### src/rtl/unified_mem_arbiter.sv
// unified_mem_arbiter: shares one single-port memory between fetch and data ports with global stall and watchdog
module unified_mem_arbiter #(
  parameter int ADDR_WIDTH = 32,
  parameter int DATA_WIDTH = 32,
  parameter int TIMEOUT = 16
) (
  input  logic                  clk,
  input  logic                  rst,
  input  logic                  if_req,
  input  logic [ADDR_WIDTH-1:0] if_addr,
  output logic [DATA_WIDTH-1:0] if_rdata,
  output logic                  if_valid,
  input  logic                  dm_req,
  input  logic                  dm_we,
  input  logic [ADDR_WIDTH-1:0] dm_addr,
  input  logic [DATA_WIDTH-1:0] dm_wdata,
  output logic [DATA_WIDTH-1:0] dm_rdata,
  output logic                  dm_valid,
  output logic                  stall,
  output logic                  mem_req,
  output logic                  mem_we,
  output logic [ADDR_WIDTH-1:0] mem_addr,
  output logic [DATA_WIDTH-1:0] mem_wdata,
  input  logic [DATA_WIDTH-1:0] mem_rdata,
  input  logic                  mem_ready,
  output logic                  timeout_err
);
  localparam int CW = $clog2(TIMEOUT);
  typedef enum logic [1:0] {IDLE, BUSY_DM, BUSY_IF} state_t;
  state_t state, state_n;
  logic [CW-1:0] cnt;
  logic if_served, dm_served, we_lat, busy, done, abort, fin;
  assign stall = (if_req & ~if_served) | (dm_req & ~dm_served);
  assign if_valid = if_served;
  assign dm_valid = dm_served;
  // data port wins: it belongs to the older instruction
  always_comb begin
    state_n = state;
    busy = state != IDLE;
    done = busy & mem_ready;
    abort = busy & ~mem_ready & (cnt == CW'(TIMEOUT - 1));
    fin = done | abort;
    mem_req = busy;
    mem_we = (state == BUSY_DM) & we_lat;
    if (state == IDLE)
      state_n = (dm_req & ~dm_served) ? BUSY_DM : (if_req & ~if_served) ? BUSY_IF : IDLE;
    else if (fin)
      state_n = IDLE;
  end
  always_ff @(posedge clk) state <= rst ? IDLE : state_n;
  always_ff @(posedge clk) begin
    if (rst) begin
      cnt <= '0;
      if_served <= 1'b0;
      dm_served <= 1'b0;
      we_lat <= 1'b0;
      mem_addr <= '0;
      mem_wdata <= '0;
      if_rdata <= '0;
      dm_rdata <= '0;
      timeout_err <= 1'b0;
    end else begin
      if (!stall) begin
        if_served <= 1'b0;
        dm_served <= 1'b0;
      end
      if (state == IDLE && state_n == BUSY_DM) begin
        mem_addr <= dm_addr;
        mem_wdata <= dm_wdata;
        we_lat <= dm_we;
      end
      if (state == IDLE && state_n == BUSY_IF) mem_addr <= if_addr;
      if (busy) cnt <= fin ? '0 : cnt + 1'b1;
      if (abort) timeout_err <= 1'b1;
      // an aborted read returns zero; a write never touches dm_rdata
      if (fin && state == BUSY_DM) begin
        dm_served <= 1'b1;
        if (!we_lat) dm_rdata <= done ? mem_rdata : '0;
      end
      if (fin && state == BUSY_IF) begin
        if_served <= 1'b1;
        if_rdata <= done ? mem_rdata : '0;
      end
    end
  end
endmodule

### config.mk
export PLATFORM = sky130hd
export DESIGN_NAME = unified_mem_arbiter
export DESIGN_NICKNAME = d
export VERILOG_FILES = /design/src/rtl/unified_mem_arbiter.sv
export SDC_FILE = /design/constraint.sdc
export NUM_CORES = 1
export LEC_CHECK = 0
export BUFFER_PORTS_ARGS = -buffer_cell sky130_fd_sc_hd__buf_2
export CAP_MARGIN = 15
export CELL_PAD_IN_SITES_DETAIL_PLACEMENT = 0
export CELL_PAD_IN_SITES_GLOBAL_PLACEMENT = 1
export CORE_AREA = 2 2 137 139
export CTS_CLUSTER_SIZE = 40
export DETAILED_ROUTE_END_ITERATION = 7
export DIE_AREA = 0 0 139 141
export GPL_TIMING_DRIVEN = 0
export PLACE_DENSITY = 0.74
export SYNTH_ARGS = -nofsm -noshare
export SYNTH_HDL_FRONTEND = slang
export SYNTH_SLANG_ARGS = --single-unit
export TNS_END_PERCENT = 30
### constraint.sdc
create_clock -name clk -period 2 [get_ports clk]
set_clock_uncertainty 0.15 [all_clocks]
set_input_delay 0.2 -clock clk [delete_from_list [all_inputs] [get_ports clk]]
set_output_delay 0.2 -clock clk [all_outputs]
set_load 0.02 [all_outputs]
==> out/results.ini, run 1 <==
[run_status]
outcome=finished, final reports clean

[synthesis]
synth_top_cell_area_share_pct=53.70
syn_nets=727
synth_area_leaders=dfxtp_1, a21oi_1, nand2_1
synth_edf_count=0
seq_area_frac_synth_pct=53.70
async_flop_share_pct=0
yosysWarnings=0
synthCells=592
syn_avg_cell_area_um2=8.691
synth-seq-cells=138
synth_cell_types=31
ys_top_cells_by_count=dfxtp_1, nand2_1, a21oi_1, a22oi_1, nor2_1
synth_most_common_cell=dfxtp_1
yosysTopAreaCell=dfxtp_1
ys.flop_type=dfxtp_1
syn_area_um2=5145

[worst_setup_path]
path_common_cell=buf_2
arrival_ns=2.09
crit_slowest_cell=nor4b_2
cp.required_ns=2.18
startpoint_type=flop
r2r_start=state[0]$_SDFF_PP0_
reg2reg_depth=6
r2r_end=mem_addr[28]$_SDFFE_PP0P_
cp_max_fo=10
cp_cell_sequence=buf_2 -> nor4b_2 -> buf_4 -> buf_2 -> a22oi_1 -> a21oi_1
worst-setup-path-type=reg -> reg
slowest_delay_ns=0.37
regToRegSetupSlack_ns=0.09
cp-end-kind=flop

[hold_path]
min-delay-start=mem_ready
hold-path-cell-count=4
holdPathEnd=cnt[2]$_SDFFE_PP0N_
hold_path.class=in -> reg

[timing]
period_needed_ns=1.908
finalSetupViolCount=0
rsz0062_at_grt=yes
worst_slew_pin_slew_ns=0.6627
slew_headroom_pct=55.82
fmax_mhz=524.1
period_share_pct=95.40
hold_viol=0
finalMaxSlewViolations=0
setup_ws_ns=0.09197

[pwr]
p_sw_mw=2.021
internal-power_mw=5.694
max-vdd-ir-drop_mv=0.5636
power_density_nw_per_um2=876.9
leakage_nw=3.942
finalPower_mw=7.715
p_comb_share_pct=16.3
power_frac_seq_pct=38.4
sw_frac_of_total_pct=26.19
pwr-share-clk_pct=45.3

[clock_network]
numCtsBuffers=17
cts_sinks=138
clk_pin_slew_worst_paths_ns=0.06
h-tree-depth=4
root_buffer=clkbuf_16
clock_latency_ns=0.40
cts_tree=yes
cts_buffer_depth=2

[finish]
area_growth_pct=70.99
num-nets-final=1145
stdcell_count=1257
stdcell_area_um2=8797
n_fill_cell=1794
drive_gt1_share_pct=34.12
insertedDiodeCount=0
fin_util_pct=48.16

[drt]
wire_per_inst_um=15.26
drt-vias-per-instance=4.631
ant_nets=0
via_count=5821
totalWireLength_um=19180
drt_iter0_drc=235
drc=0
firstDrtPassIters=5

[floorplan]
initial_core_util_pct=28.16
row_count=50
dieWidth_um=139
die_h_um=141
io-pin-count=268
dieArea_um2=19600
fp.coreArea_um2=18270

[global_route]
grt_pass1_wl_um=30340
grt_start_max_net_pins=17
grt_overflow=0
grt_pass1_vias=5759
grt_use_total_pct=19.38
antenna_found_initial=1

[placed_design]
place_congestion=0.7527
placed_area_um2=6769
placed_cells=1092
dp_slack_ns=-0.06084
port_buffers=266
dp_hpwl_um=13150

[run]
maxCapViolations=0

## worst max-delay path, delay by kind of cell (launching register included)
| family | cells | cell delay, ns |
|---|---|---|
| AOI/OAI and AO/OA | 2 | 0.28 |
| DFF | 1 | 0.29 |
| and+or+nand+nor | 1 | 0.37 |
| buffers and inverters | 3 | 0.74 |
## area by class of cell
| class | count | area [µm²] | area share [%] |
|---|---|---|---|
| Sequential cell | 138 | 2765 | 31.43 |
| Timing Repair Buffer | 400 | 2660 | 30.24 |
| Multi-Input combinational cell | 399 | 2086 | 23.71 |
| Clock buffer | 21 | 480.5 | 5.462 |
| Buffer | 52 | 324.1 | 3.684 |
| Tap cell | 234 | 292.8 | 3.328 |
| Clock inverter | 11 | 181.4 | 2.062 |
| Inverter | 2 | 7.507 | 0.08534 |
## flip-flops by register name (all words and copies together) (netlist names)
register	flops
mem_addr	32
if_valid	1
mem_wdata	32
we_lat	1
state	2
dm_valid	1
cnt	4
dm_rdata	32
if_rdata	32
timeout_err	1
## timing repair
item,CTS,global route
endpoints found under the setup margin,70,90
pin swaps,0,3
setup buffers,0,5
hold endpoints to repair,129,0
resized for setup,7,7
hold buffers,129,0
## stage by stage
stage / hold slack, ns / setup TNS, ns
after floorplan: 0.1853 / 0
after global placement: 0.2847 / -1.534
after detailed placement: 0.2901 / -2.381
after CTS: 0.01917 / 0
after global routing: 0.07112 / -0.5328
final: 0.05006 / 0
## layout by cell type, fill, tap and decap left out
| cell type | synthesis | layout |
|---|---|---|
| ha_4 | 0 | 1 |
| clkbuf_1 | 24 | 21 |
| a21oi_1 | 106 | 106 |
| bufinv_16 | 0 | 4 |
| nor4_1 | 1 | 1 |
| or4b_2 | 1 | 1 |
| dfxtp_1 | 138 | 136 |
| inv_1 | 2 | 2 |
| dfxtp_2 | 0 | 2 |
| clkbuf_4 | 0 | 3 |
| buf_2 | 15 | 277 |
| a22oi_1 | 60 | 60 |
| o21ai_0 | 1 | 1 |
| nor4b_4 | 1 | 1 |
| clkbuf_2 | 0 | 2 |
| buf_6 | 11 | 12 |
| buf_4 | 3 | 8 |
| dlygate4sd3_1 | 0 | 129 |
| nor2b_1 | 2 | 2 |
| a31oi_4 | 1 | 1 |
| nor2_4 | 1 | 1 |
| inv_6 | 0 | 3 |
| or3b_1 | 1 | 1 |
| or4b_1 | 1 | 1 |
| clkbuf_8 | 0 | 4 |
| nor3b_4 | 0 | 1 |
| or2_2 | 1 | 1 |
| clkinv_4 | 0 | 4 |
| clkbuf_16 | 0 | 17 |
| a41oi_1 | 1 | 1 |
| a22oi_2 | 4 | 4 |
| nor3b_1 | 1 | 1 |
| nand2_1 | 135 | 135 |
| and3b_1 | 2 | 2 |
| and2_1 | 1 | 1 |
| nor2_1 | 38 | 38 |
| nand3_1 | 35 | 35 |
| o21ai_2 | 0 | 1 |
| nand3b_1 | 1 | 1 |
| nor4b_2 | 1 | 1 |
## power by group through the flow
stage	clock network (mW)	registers [mW]	logic, mW
global placement	0	3.01	1.03
finish	3.50	2.96	1.26
CTS	3.58	2.96	1.24
floorplan	0	3.17	0.438
detailed placement	0	3.01	1.03
global route	3.70	2.97	1.37
## kinds of logic (layout without fill, tap and decap cells)
family | Yosys count | in the layout | synth area share (%)
fa+ha+maj | 1 | 1 | 0.2432
buf+inv | 55 | 486 | 6.201
simple gates | 224 | 224 | 19.04
compound gates | 174 | 174 | 20.82
flops | 138 | 138 | 53.70
## worst max path at each step
stage	cells past startpoint	endpoint	start
after CTS	6	mem_addr[26]$_SDFFE_PP0P_	state[0]$_SDFF_PP0_
after global placement	7	dm_rdata[29]$_SDFFE_PP0P_	cnt[0]$_SDFFE_PP0N_
after global routing	6	mem_addr[28]$_SDFFE_PP0P_	state[0]$_SDFF_PP0_
after floorplan	7	dm_rdata[0]$_SDFFE_PP0P_	cnt[0]$_SDFFE_PP0N_
after detailed placement	7	dm_rdata[0]$_SDFFE_PP0P_	cnt[0]$_SDFFE_PP0N_
final	6	mem_addr[28]$_SDFFE_PP0P_	state[0]$_SDFF_PP0_
## metal layers
| metal | vias up | wire length (µm) | global-route usage [%] |
|---|---|---|---|
| li1 | 2881 | - | - |
| met1 | 2678 | 8300 | 23.60 |
| met2 | 238 | 9295 | 33.32 |
| met3 | 22 | 1309 | 5.503 |
| met4 | 2 | 259 | 5.954 |
| met5 | - | 13 | 0 |
Note: power is estimated with default switching activity, not from simulation.
==> run 2: changes to the inputs <==
==> config.mk (replaced) <==
export PLATFORM = sky130hd
export DESIGN_NAME = unified_mem_arbiter
export DESIGN_NICKNAME = d
export VERILOG_FILES = /design/src/rtl/unified_mem_arbiter.sv
export SDC_FILE = /design/constraint.sdc
export NUM_CORES = 1
export LEC_CHECK = 0
export CAP_MARGIN = 15
export CELL_PAD_IN_SITES_DETAIL_PLACEMENT = 0
export CELL_PAD_IN_SITES_GLOBAL_PLACEMENT = 1
export CORE_AREA = 2 2 118 120
export CTS_CLUSTER_SIZE = 40
export DETAILED_ROUTE_END_ITERATION = 7
export DIE_AREA = 0 0 120 122
export DONT_BUFFER_PORTS = 1
export GPL_TIMING_DRIVEN = 0
export PLACE_DENSITY = 0.72
export SYNTH_ARGS = -nofsm -noshare
export SYNTH_HDL_FRONTEND = slang
export SYNTH_SLANG_ARGS = --single-unit
export TNS_END_PERCENT = 30
==> out/results.ini, run 2 (same netlist as run 1, synthesis figures left out) <==
[clock_network]
cts_buffer_depth=2  ; unchanged
clock_latency_ns=0.41  ; about the same
cts_tree=yes
cts_sinks=138  ; unchanged
root_buffer=clkbuf_16
numCtsBuffers=17  ; unchanged
clk_pin_slew_worst_paths_ns=0.06  ; about the same
h-tree-depth=4  ; unchanged

[floorplan]
dieWidth_um=120  ; -14%
die_h_um=122  ; -13%
initial_core_util_pct=38.10  ; +9.9 points
io-pin-count=268  ; unchanged
dieArea_um2=14640  ; -25%
fp.coreArea_um2=13500  ; -26%
row_count=43  ; -14%

[drt]
ant_nets=0  ; unchanged
wire_per_inst_um=18.33  ; +20%
via_count=5005  ; -14%
drc=0  ; unchanged
drt_iter0_drc=266  ; +13%
totalWireLength_um=17210  ; -10%
drt-vias-per-instance=5.330  ; +15%
firstDrtPassIters=5  ; unchanged

[timing]
finalSetupViolCount=0  ; unchanged
rsz0062_at_grt=no
fmax_mhz=532.0  ; +1.5%
period_share_pct=93.98  ; -1.4 points
period_needed_ns=1.880  ; -0.02834 ns
worst_slew_pin_slew_ns=0.7253  ; +0.06263 ns
slew_headroom_pct=51.65  ; -4.2 points
finalMaxSlewViolations=0  ; unchanged
hold_viol=0  ; unchanged
finalSetupTns_ns=0  ; unchanged

[global_route]
grt_use_total_pct=22.96  ; +3.6 points
grt_pass1_wl_um=26120  ; -14%
grt_pass1_vias=5151  ; -11%
grt_overflow=0  ; unchanged
antenna_found_initial=0  ; -1
grt_start_max_net_pins=17  ; unchanged

[finish]
num-nets-final=882  ; -23%
drive_gt1_share_pct=11.07  ; -23 points
insertedDiodeCount=0  ; unchanged
final_cell_mix=nand2_1, dfxtp_1, dlygate4sd3_1
area_growth_pct=44.67
stdcell_area_um2=7443  ; -15%
stdcell_count=939  ; -25%

[placed_design]
placed_area_um2=5370  ; -21%
place_congestion=0.8361  ; +11%
dp_hpwl_um=11240  ; -14%
port_buffers=0  ; -100%
placed_cells=772  ; -29%

[worst_setup_path]
arrival_ns=1.99  ; -0.10 ns
cp.required_ns=2.11  ; -0.07 ns
worst-setup-path-type=reg -> reg
cp_max_fo=10  ; unchanged
startpoint_type=flop
cp-end-kind=flop

[pwr]
max-vdd-ir-drop_mv=0.5273  ; -6.5%
leakage_nw=2.712  ; -31%
power_density_nw_per_um2=1009  ; +15%
finalPower_mw=7.511  ; -2.6%

[run]
maxCapViolations=0  ; unchanged

[run_status]
outcome=finished, final reports clean

[hold_path]
hold_path.class=in -> reg

## run 2: cell count changes in the layout (fill, tap and decap cells not counted), sizes merged
| cell | before | now |
|---|---|---|
| buf | 297 | 31 |
| bufinv | 4 | 6 |
| clkbuf | 47 | 46 |
| dlygate4sd3 | 129 | 131 |
| clkinvlp | 0 | 3 |
| inv | 5 | 1 |
## run 2: critical path: stages, from the launching register on
cell and delay, ns:
dfxtp_4 0.37, ha_4 0.16, a31oi_4 0.12, or4b_1 0.47
buf_2 0.18, buf_6 0.15, nand2_1 0.06, a21oi_1 0.06
## run 2: cell type report
type	instances	area, µm²
Clock buffer	19	432.9
Clock inverter	12	222.7
Buffer	53	339.1
Timing Repair Buffer	136	1349
Multi-Input combinational cell	399	2095
Inverter	2	11.26
Tap cell	180	225.2
Fill cell	1193	6061
Sequential cell	138	2769
## run 2: power breakdown
part | switching, mW | internal, mW
combinational | 0.447 | 0.398
clock | 1.18 | 2.33
sequential | 0.264 | 2.89
total | 1.89 | 5.62
## run 2: metrics by stage
step | hold WS [ns] | setup slack (ns) | utilization [%]
2_1_floorplan | 0.1853 | 0.1197 | -
3_3_place_gp | 0.1873 | -0.05234 | 39.77
3_5_place_dp | 0.1928 | -0.07290 | 39.77
4_1_cts | 0.01043 | -0.003480 | 54.66
5_1_grt | 0.05080 | 0.01076 | 55.12
6_report | 0.04237 | 0.1203 | 55.12
## run 2: worst paths after layout
check                                    startpoint                   endpoint  slack [ns]  cells after the start
worst max-delay path            cnt[0]$_SDFFE_PP0N_  dm_rdata[30]$_SDFFE_PP0P_        0.12                      7
worst min-delay path                            rst  dm_rdata[23]$_SDFFE_PP0P_        0.04                      2
worst min register to register  cnt[1]$_SDFFE_PP0N_        cnt[1]$_SDFFE_PP0N_        0.34                      2
worst max register to register  cnt[0]$_SDFFE_PP0N_  dm_rdata[30]$_SDFFE_PP0P_        0.12                      7
## run 2: what timing repair did
item                       CTS  global route
hold buffers               131             0
setup endpoints to repair   89            98
hold endpoints to repair   137             0
buffers inserted             1             4
gates resized for setup      9            17
pin swaps                    1             3
## run 2: layer usage
layer  vias up  wire, µm  global-route usage [%]
met4         0       410                   8.897
met1      2367      6482                   24.26
met5         -         0                       0
met3        36      1404                   8.661
met2       246      8911                   41.37
li1       2356         -                       -
